==> src/rtl/key_event_ctrl.sv <==
// Key event controller: turns a debounced active-low key vector into a
// queued stream of press / release / long-press / auto-repeat events.
// Per-key pending flags are drained into a small event FIFO by a
// round-robin arbiter; the consumer pops the FIFO with valid/ready.
module key_event_ctrl #(
  parameter int unsigned CLK_FREQ   = 50_000_000,
  parameter int unsigned KEY_CNT    = 8,
  parameter int unsigned LONG_MS    = 1000,
  parameter int unsigned REPEAT_MS  = 200,
  parameter int unsigned FIFO_DEPTH = 4
) (
  input  logic                       clk,
  input  logic                       rst_n,
  input  logic [KEY_CNT-1:0]         keys_stable,
  output logic                       evt_valid,
  input  logic                       evt_ready,
  output logic [$clog2(KEY_CNT)-1:0] evt_key,
  output logic [1:0]                 evt_type,
  output logic                       evt_overflow,
  input  logic                       ovf_clr
);

  localparam int unsigned KW       = $clog2(KEY_CNT);
  localparam int unsigned PRESC    = (CLK_FREQ / 1000 > 0) ? CLK_FREQ / 1000 : 1;
  localparam int unsigned PW       = (PRESC > 1) ? $clog2(PRESC) : 1;
  localparam int unsigned HOLD_MAX = (LONG_MS > REPEAT_MS) ? LONG_MS : REPEAT_MS;
  localparam int unsigned CW       = $clog2(HOLD_MAX + 1);
  localparam int unsigned AW       = $clog2(FIFO_DEPTH);
  localparam logic [AW:0] CNT_FULL = (AW + 1)'(FIFO_DEPTH);

  // Type codes double as the bit index of each key's pending-flag nibble.
  typedef enum logic [1:0] {
    EVT_PRESS   = 2'b00,
    EVT_RELEASE = 2'b01,
    EVT_LONG    = 2'b10,
    EVT_REPEAT  = 2'b11
  } evt_t;

  logic [KEY_CNT-1:0]      key_q, key_qq;
  logic [KEY_CNT-1:0]      press_edge, release_edge;
  logic [KEY_CNT-1:0]      long_hit, repeat_hit;
  logic [KEY_CNT-1:0][3:0] ev, pend, gnt_mask;
  logic [PW-1:0]           presc;
  logic                    tick;
  logic                    drop;

  logic                    gnt;
  logic [KW-1:0]           gnt_key;
  evt_t                    gnt_type;
  logic [KW-1:0]           arb_idx;
  logic [KW-1:0]           rr_ptr;

  logic [KW+1:0]           mem [FIFO_DEPTH];
  logic [AW-1:0]           wr_ptr, rd_ptr;
  logic [AW:0]             fifo_cnt;
  logic [KW+1:0]           head;
  logic                    push, pop;

  // Two-stage key sampling; reset value models all keys released.
  always_ff @(posedge clk or negedge rst_n) begin
    if (!rst_n) begin
      key_q  <= '1;
      key_qq <= '1;
    end else begin
      key_q  <= keys_stable;
      key_qq <= key_q;
    end
  end

  assign press_edge   = key_qq & ~key_q;
  assign release_edge = ~key_qq & key_q;

  // 1 ms prescaler; tick is high during the terminal-count cycle.
  always_ff @(posedge clk or negedge rst_n) begin
    if (!rst_n)    presc <= '0;
    else if (tick) presc <= '0;
    else           presc <= presc + 1'b1;
  end

  assign tick = (presc == PW'(PRESC - 1));

  for (genvar k = 0; k < KEY_CNT; k++) begin : g_key
    logic [CW-1:0] hold_cnt;
    logic          long_done;

    assign long_hit[k]   = tick & ~key_q[k] & ~press_edge[k] & ~long_done &
                           (hold_cnt == CW'(LONG_MS - 1));
    assign repeat_hit[k] = tick & ~key_q[k] & ~press_edge[k] & long_done &
                           (hold_cnt == CW'(REPEAT_MS - 1));
    assign ev[k]         = {repeat_hit[k], long_hit[k], release_edge[k], press_edge[k]};

    // Hold timer: counts to the long threshold once, then restarts for each
    // repeat period, so it never needs more than max(LONG, REPEAT) range.
    always_ff @(posedge clk or negedge rst_n) begin
      if (!rst_n) begin
        hold_cnt  <= '0;
        long_done <= 1'b0;
      end else if (key_q[k] || press_edge[k]) begin
        hold_cnt  <= '0;
        long_done <= 1'b0;
      end else if (tick) begin
        if (long_hit[k]) begin
          hold_cnt  <= '0;
          long_done <= 1'b1;
        end else if (repeat_hit[k]) begin
          hold_cnt  <= '0;
        end else begin
          hold_cnt  <= hold_cnt + 1'b1;
        end
      end
    end
  end

  // Round-robin key choice from rr_ptr, then fixed type priority within the key.
  always_comb begin
    gnt      = 1'b0;
    gnt_key  = '0;
    gnt_type = EVT_PRESS;
    arb_idx  = '0;
    if (fifo_cnt < CNT_FULL) begin
      for (int unsigned i = 0; i < KEY_CNT; i++) begin
        arb_idx = KW'((32'(rr_ptr) + i) % KEY_CNT);
        if (!gnt && (|pend[arb_idx])) begin
          gnt     = 1'b1;
          gnt_key = arb_idx;
          if (pend[arb_idx][EVT_PRESS])       gnt_type = EVT_PRESS;
          else if (pend[arb_idx][EVT_LONG])   gnt_type = EVT_LONG;
          else if (pend[arb_idx][EVT_REPEAT]) gnt_type = EVT_REPEAT;
          else                                gnt_type = EVT_RELEASE;
        end
      end
    end
  end

  // One-hot view of this cycle's grant for flag clearing and drop detection.
  always_comb begin
    gnt_mask = '0;
    if (gnt) gnt_mask[gnt_key][gnt_type] = 1'b1;
  end

  // An event hitting a flag that stays pending (not granted now) is lost.
  assign drop = |(ev & pend & ~gnt_mask);

  // Pending flags: a new event wins over a same-cycle grant.
  always_ff @(posedge clk or negedge rst_n) begin
    if (!rst_n) pend <= '0;
    else        pend <= ev | (pend & ~gnt_mask);
  end

  // Round-robin pointer moves just past the granted key.
  always_ff @(posedge clk or negedge rst_n) begin
    if (!rst_n) begin
      rr_ptr <= '0;
    end else if (gnt) begin
      rr_ptr <= (gnt_key == KW'(KEY_CNT - 1)) ? '0 : gnt_key + 1'b1;
    end
  end

  // Sticky overflow; a drop in the same cycle as a clear keeps it set.
  always_ff @(posedge clk or negedge rst_n) begin
    if (!rst_n) evt_overflow <= 1'b0;
    else        evt_overflow <= (evt_overflow & ~ovf_clr) | drop;
  end

  assign push = gnt;
  assign pop  = evt_valid & evt_ready;

  // FIFO pointers and occupancy.
  always_ff @(posedge clk or negedge rst_n) begin
    if (!rst_n) begin
      wr_ptr   <= '0;
      rd_ptr   <= '0;
      fifo_cnt <= '0;
    end else begin
      if (push) wr_ptr <= wr_ptr + 1'b1;
      if (pop)  rd_ptr <= rd_ptr + 1'b1;
      if (push && !pop)      fifo_cnt <= fifo_cnt + 1'b1;
      else if (!push && pop) fifo_cnt <= fifo_cnt - 1'b1;
    end
  end

  // FIFO storage; contents are don't-care until written.
  always_ff @(posedge clk) begin
    if (push) mem[wr_ptr] <= {gnt_key, gnt_type};
  end

  assign head      = mem[rd_ptr];
  assign evt_valid = (fifo_cnt != '0);
  assign evt_key   = evt_valid ? head[KW+1:2] : '0;
  assign evt_type  = evt_valid ? head[1:0]    : 2'b00;

endmodule

==> config.mk <==
export PLATFORM = sky130hd
export DESIGN_NAME = key_event_ctrl
export DESIGN_NICKNAME = d
export VERILOG_FILES = /design/src/rtl/key_event_ctrl.sv
export SDC_FILE = /design/constraint.sdc
export NUM_CORES = 1
export LEC_CHECK = 0
export BUFFER_PORTS_ARGS = -buffer_cell sky130_fd_sc_hd__buf_2
export CAP_MARGIN = 15
export CORE_ASPECT_RATIO = 1.4
export CORE_MARGIN = 1.5
export CORE_UTILIZATION = 50
export DETAILED_ROUTE_END_ITERATION = 6
export PLACE_DENSITY = 0.64
export SYNTH_ARGS = -nofsm -noshare
export SYNTH_HDL_FRONTEND = slang
export SYNTH_SLANG_ARGS = --single-unit
==> constraint.sdc <==
create_clock -name clk -period 14.35 [get_ports clk]
set_clock_uncertainty 0.1 [all_clocks]
set_input_delay 2.1525 -clock clk [delete_from_list [all_inputs] [get_ports clk]]
set_output_delay 2.1525 -clock clk [all_outputs]
set_load 0.03 [all_outputs]
==> impl_metrics.tcl <==
set metrics [dict create \
    wl_met1_um 11100 \
    num_vias 8778 \
    clk_latency_ns 0.44 \
    root_buffer "clkbuf_16" \
    grt_use_total_pct 25.3 \
    cts_sinks 183 \
    cts_hold_buf 0 \
    cts_buffers 17 \
    finalPower_uw 1790 \
    tritoncts "yes" \
    antennaDiodeCount 0 \
    clockBufferDepth 2 \
    wl_met2_um 13500 \
    yosysUniqueCellTypes 83 \
    setup_viol 0 \
    core_mm2 0.0219 \
    yosysWarnings 0 \
    whs_path_depth 0 \
    synth_area_leaders "dfrtp_1 33%, mux4_2 9.7%, edfxtp_1 5.4%, nor2_1 5.1%, nand2_1 4.8%" \
    hold_class "flop to flop" \
    pwr_density_cell_mw_per_mm2 148 \
    die_height_um 179 \
    grt_first_pass_wirelength_um 44800 \
    path_max_fanout 36 \
    finalNetCount 1161 \
    maxCapViolCount 0 \
    grt_max_degree 76 \
    synth_top_area_share_pct 33.1 \
    slowest_delay_ns 0.77 \
    synth_edf_count 20 \
    p_leak_uw 0.00481 \
    rsz0062_at_grt "no" \
    timing.final.crit_share_pct 47.1 \
    vdd_drop_max_v 0.0000955 \
    status "finished clean" \
    tns_ns 0 \
    ys_seq_elements 183 \
    synth_top_area_cell "dfrtp_1" \
    place_hpwl_um 20200 \
    fin_crit_ns 6.76 \
    top_layer "met4" \
    worst_r2r_path_depth 15 \
    crit_path_end_kind "flop" \
    grt_pass1_vias 8618 \
    synth-seq-area-share_pct 42.3 \
    ys_top_cells_by_count "152 x nor2_1, 147 x dfrtp_1, 141 x nand2_1, 51 x xor2_1, 48 x mux4_2" \
    cp.arrival_ns 6.97 \
    yosysMostFrequentCell "nor2_1" \
    routabilityCongestion 0.933 \
    drive_gt1_share_pct 15.3 \
    slowest_stage "a21oi_1" \
    fin_cells 1441 \
    path_cells "buf_4 > inv_1 > ha_1 > buf_16 > mux4_2 > mux2i_2 > and2_0 > nand4_1 > a311o_1 > a21oi_1 > nor2b_1 > a21oi_1 > or4_1 > nor4_1 > nand4_1" \
    synthArstFlopShare_pct 89.1 \
    port_buffers 18 \
    antenna_found_initial 0 \
    wl_um 27500 \
    area_growth_pct 8.77 \
    pre_cts_ws_ns 7.13 \
    htreeDepth 4 \
    critPathKind "flop to flop" \
    remaining_drc_errors 0 \
    initial_core_util_pct 50.8 \
    synth_area_mm2 0.0111 \
    setup_ws_ns 7.59 \
    cts_setup_buffers 0 \
    row_count 64 \
    final-hold-violation-count 0 \
    ys.flop_type "dfrtp_1" \
    clk_pin_slew_worst_paths_ns 0.07 \
    timing.hold.ws_ns 0.283 \
    start_kind "flop" \
    synth_cells 1119 \
    syn_nets 1149 \
    cp.required_ns 14.56 \
    ctsResizeCount 0 \
    drtPass1Iterations 6 \
    postSynthAreaPerCell_um2 9.92 \
    die_area_mm2 0.0231 \
    drtIter0Drc 576 \
    ant_nets 0 \
    ios 19 \
    die_w_um 129 \
    wl_per_cell_um 19.1 \
    max_slew.worst_pin.slew_ns 1.22 \
    slew_headroom_pct 18.4 \
    grt-ovfl-total 0 \
    routed_via_density 6.09 \
    placed_cells 1408 \
    final_max_slew_viol_count 0 \
    wl_met3_um 1290 \
    max_freq_ghz 0.148 \
]
-- per-stage QoR --
| stage | util [%] | cell area [um^2] |
|---|---|---|
| 3_5_place_dp | 52.5 | 11500 |
| 3_3_place_gp | 52.5 | 11500 |
| 4_1_cts | 55.1 | 12000 |
| 6_report | 55.2 | 12100 |
| 5_1_grt | 55.2 | 12100 |
| 2_1_floorplan | - | 11100 |
-- worst paths after layout --
kind	from	endpoint	slack (ns)
max	rr_ptr[0]$_DFFE_PN0P_	evt_overflow$_DFF_PN0_	7.59
min	key_q[7]$_DFF_PN1_	key_qq[7]$_DFF_PN1_	0.28
max reg2reg	rr_ptr[0]$_DFFE_PN0P_	evt_overflow$_DFF_PN0_	7.59
min reg2reg	key_q[7]$_DFF_PN1_	key_qq[7]$_DFF_PN1_	0.28
max in group asynchronous	rst_n	pend[8]$_DFF_PN0_	10.78
min in group asynchronous	rst_n	g_key[4].hold_cnt[2]$_DFFE_PN0P_	1.52
-- cells in the final DEF (no fill, tap or decap), drive strengths merged, types with 27 or more instances in the layout --
master	count
nor2	153
dfrtp	147
nand2	141
xor2	52
mux4	48
nand3	42
xnor2	33
o21ai	32
nand4	31
inv	30
buf	27
-- final cells by class --
cell class | instances | area, um^2
clock inverter | 13 | 129
timing repair buffer | 27 | 184
clock buffer | 19 | 433
sequential | 183 | 4700
multi-input combinational | 873 | 6150
fill | 1955 | 9790
tap | 297 | 372
inverter | 29 | 109
-- registers in the layout, indices dropped and copies added, names as in the netlist --
name	flops
g_key.long_done	8
key_qq	8
presc	16
evt_overflow	1
rr_ptr	3
rd_ptr	2
g_key.hold_cnt	80
key_q	8
pend	32
wr_ptr	2
fifo_cnt	3
mem	20
-- routing by layer --
| layer | vias to the layer above | track usage, % |
|---|---|---|
| met5 | - | 0 |
| met1 | 4304 | 31.0 |
| met3 | 96 | 4.15 |
| met4 | 0 | 15.4 |
| li1 | 4097 | - |
| met2 | 281 | 41.9 |
-- worst max-delay path, delay by kind of cell (launching register included) --
family | cells | cell delay (ns)
adder cells (fa/ha/maj) | 1 | 0.65
AO/OA/AOI/OAI | 3 | 1.22
flip-flops | 1 | 0.33
multiplexers | 2 | 0.88
AND/OR/NAND/NOR | 6 | 2.29
buffers and inverters | 3 | 1.12
-- logic make-up (layout without fill, tap and decap cells) --
kind of cell / after synthesis / after routing / share of synthesized area (%)
mux: 70 / 70 / 11.9
fa+ha+maj: 18 / 18 / 2.10
simple gates: 537 / 537 / 24.1
buf+inv: 63 / 88 / 2.28
xor+xnor: 85 / 85 / 6.94
flops: 183 / 183 / 42.3
compound gates: 163 / 163 / 10.3
-- where the power goes --
group	internal, uW	leakage (uW)	switching (uW)
logic	281	0.00225	421
clock network	255	0.000272	198
registers	578	0.00229	54.4
total	1110	0.00481	673
(Power assumes the default switching activity.)
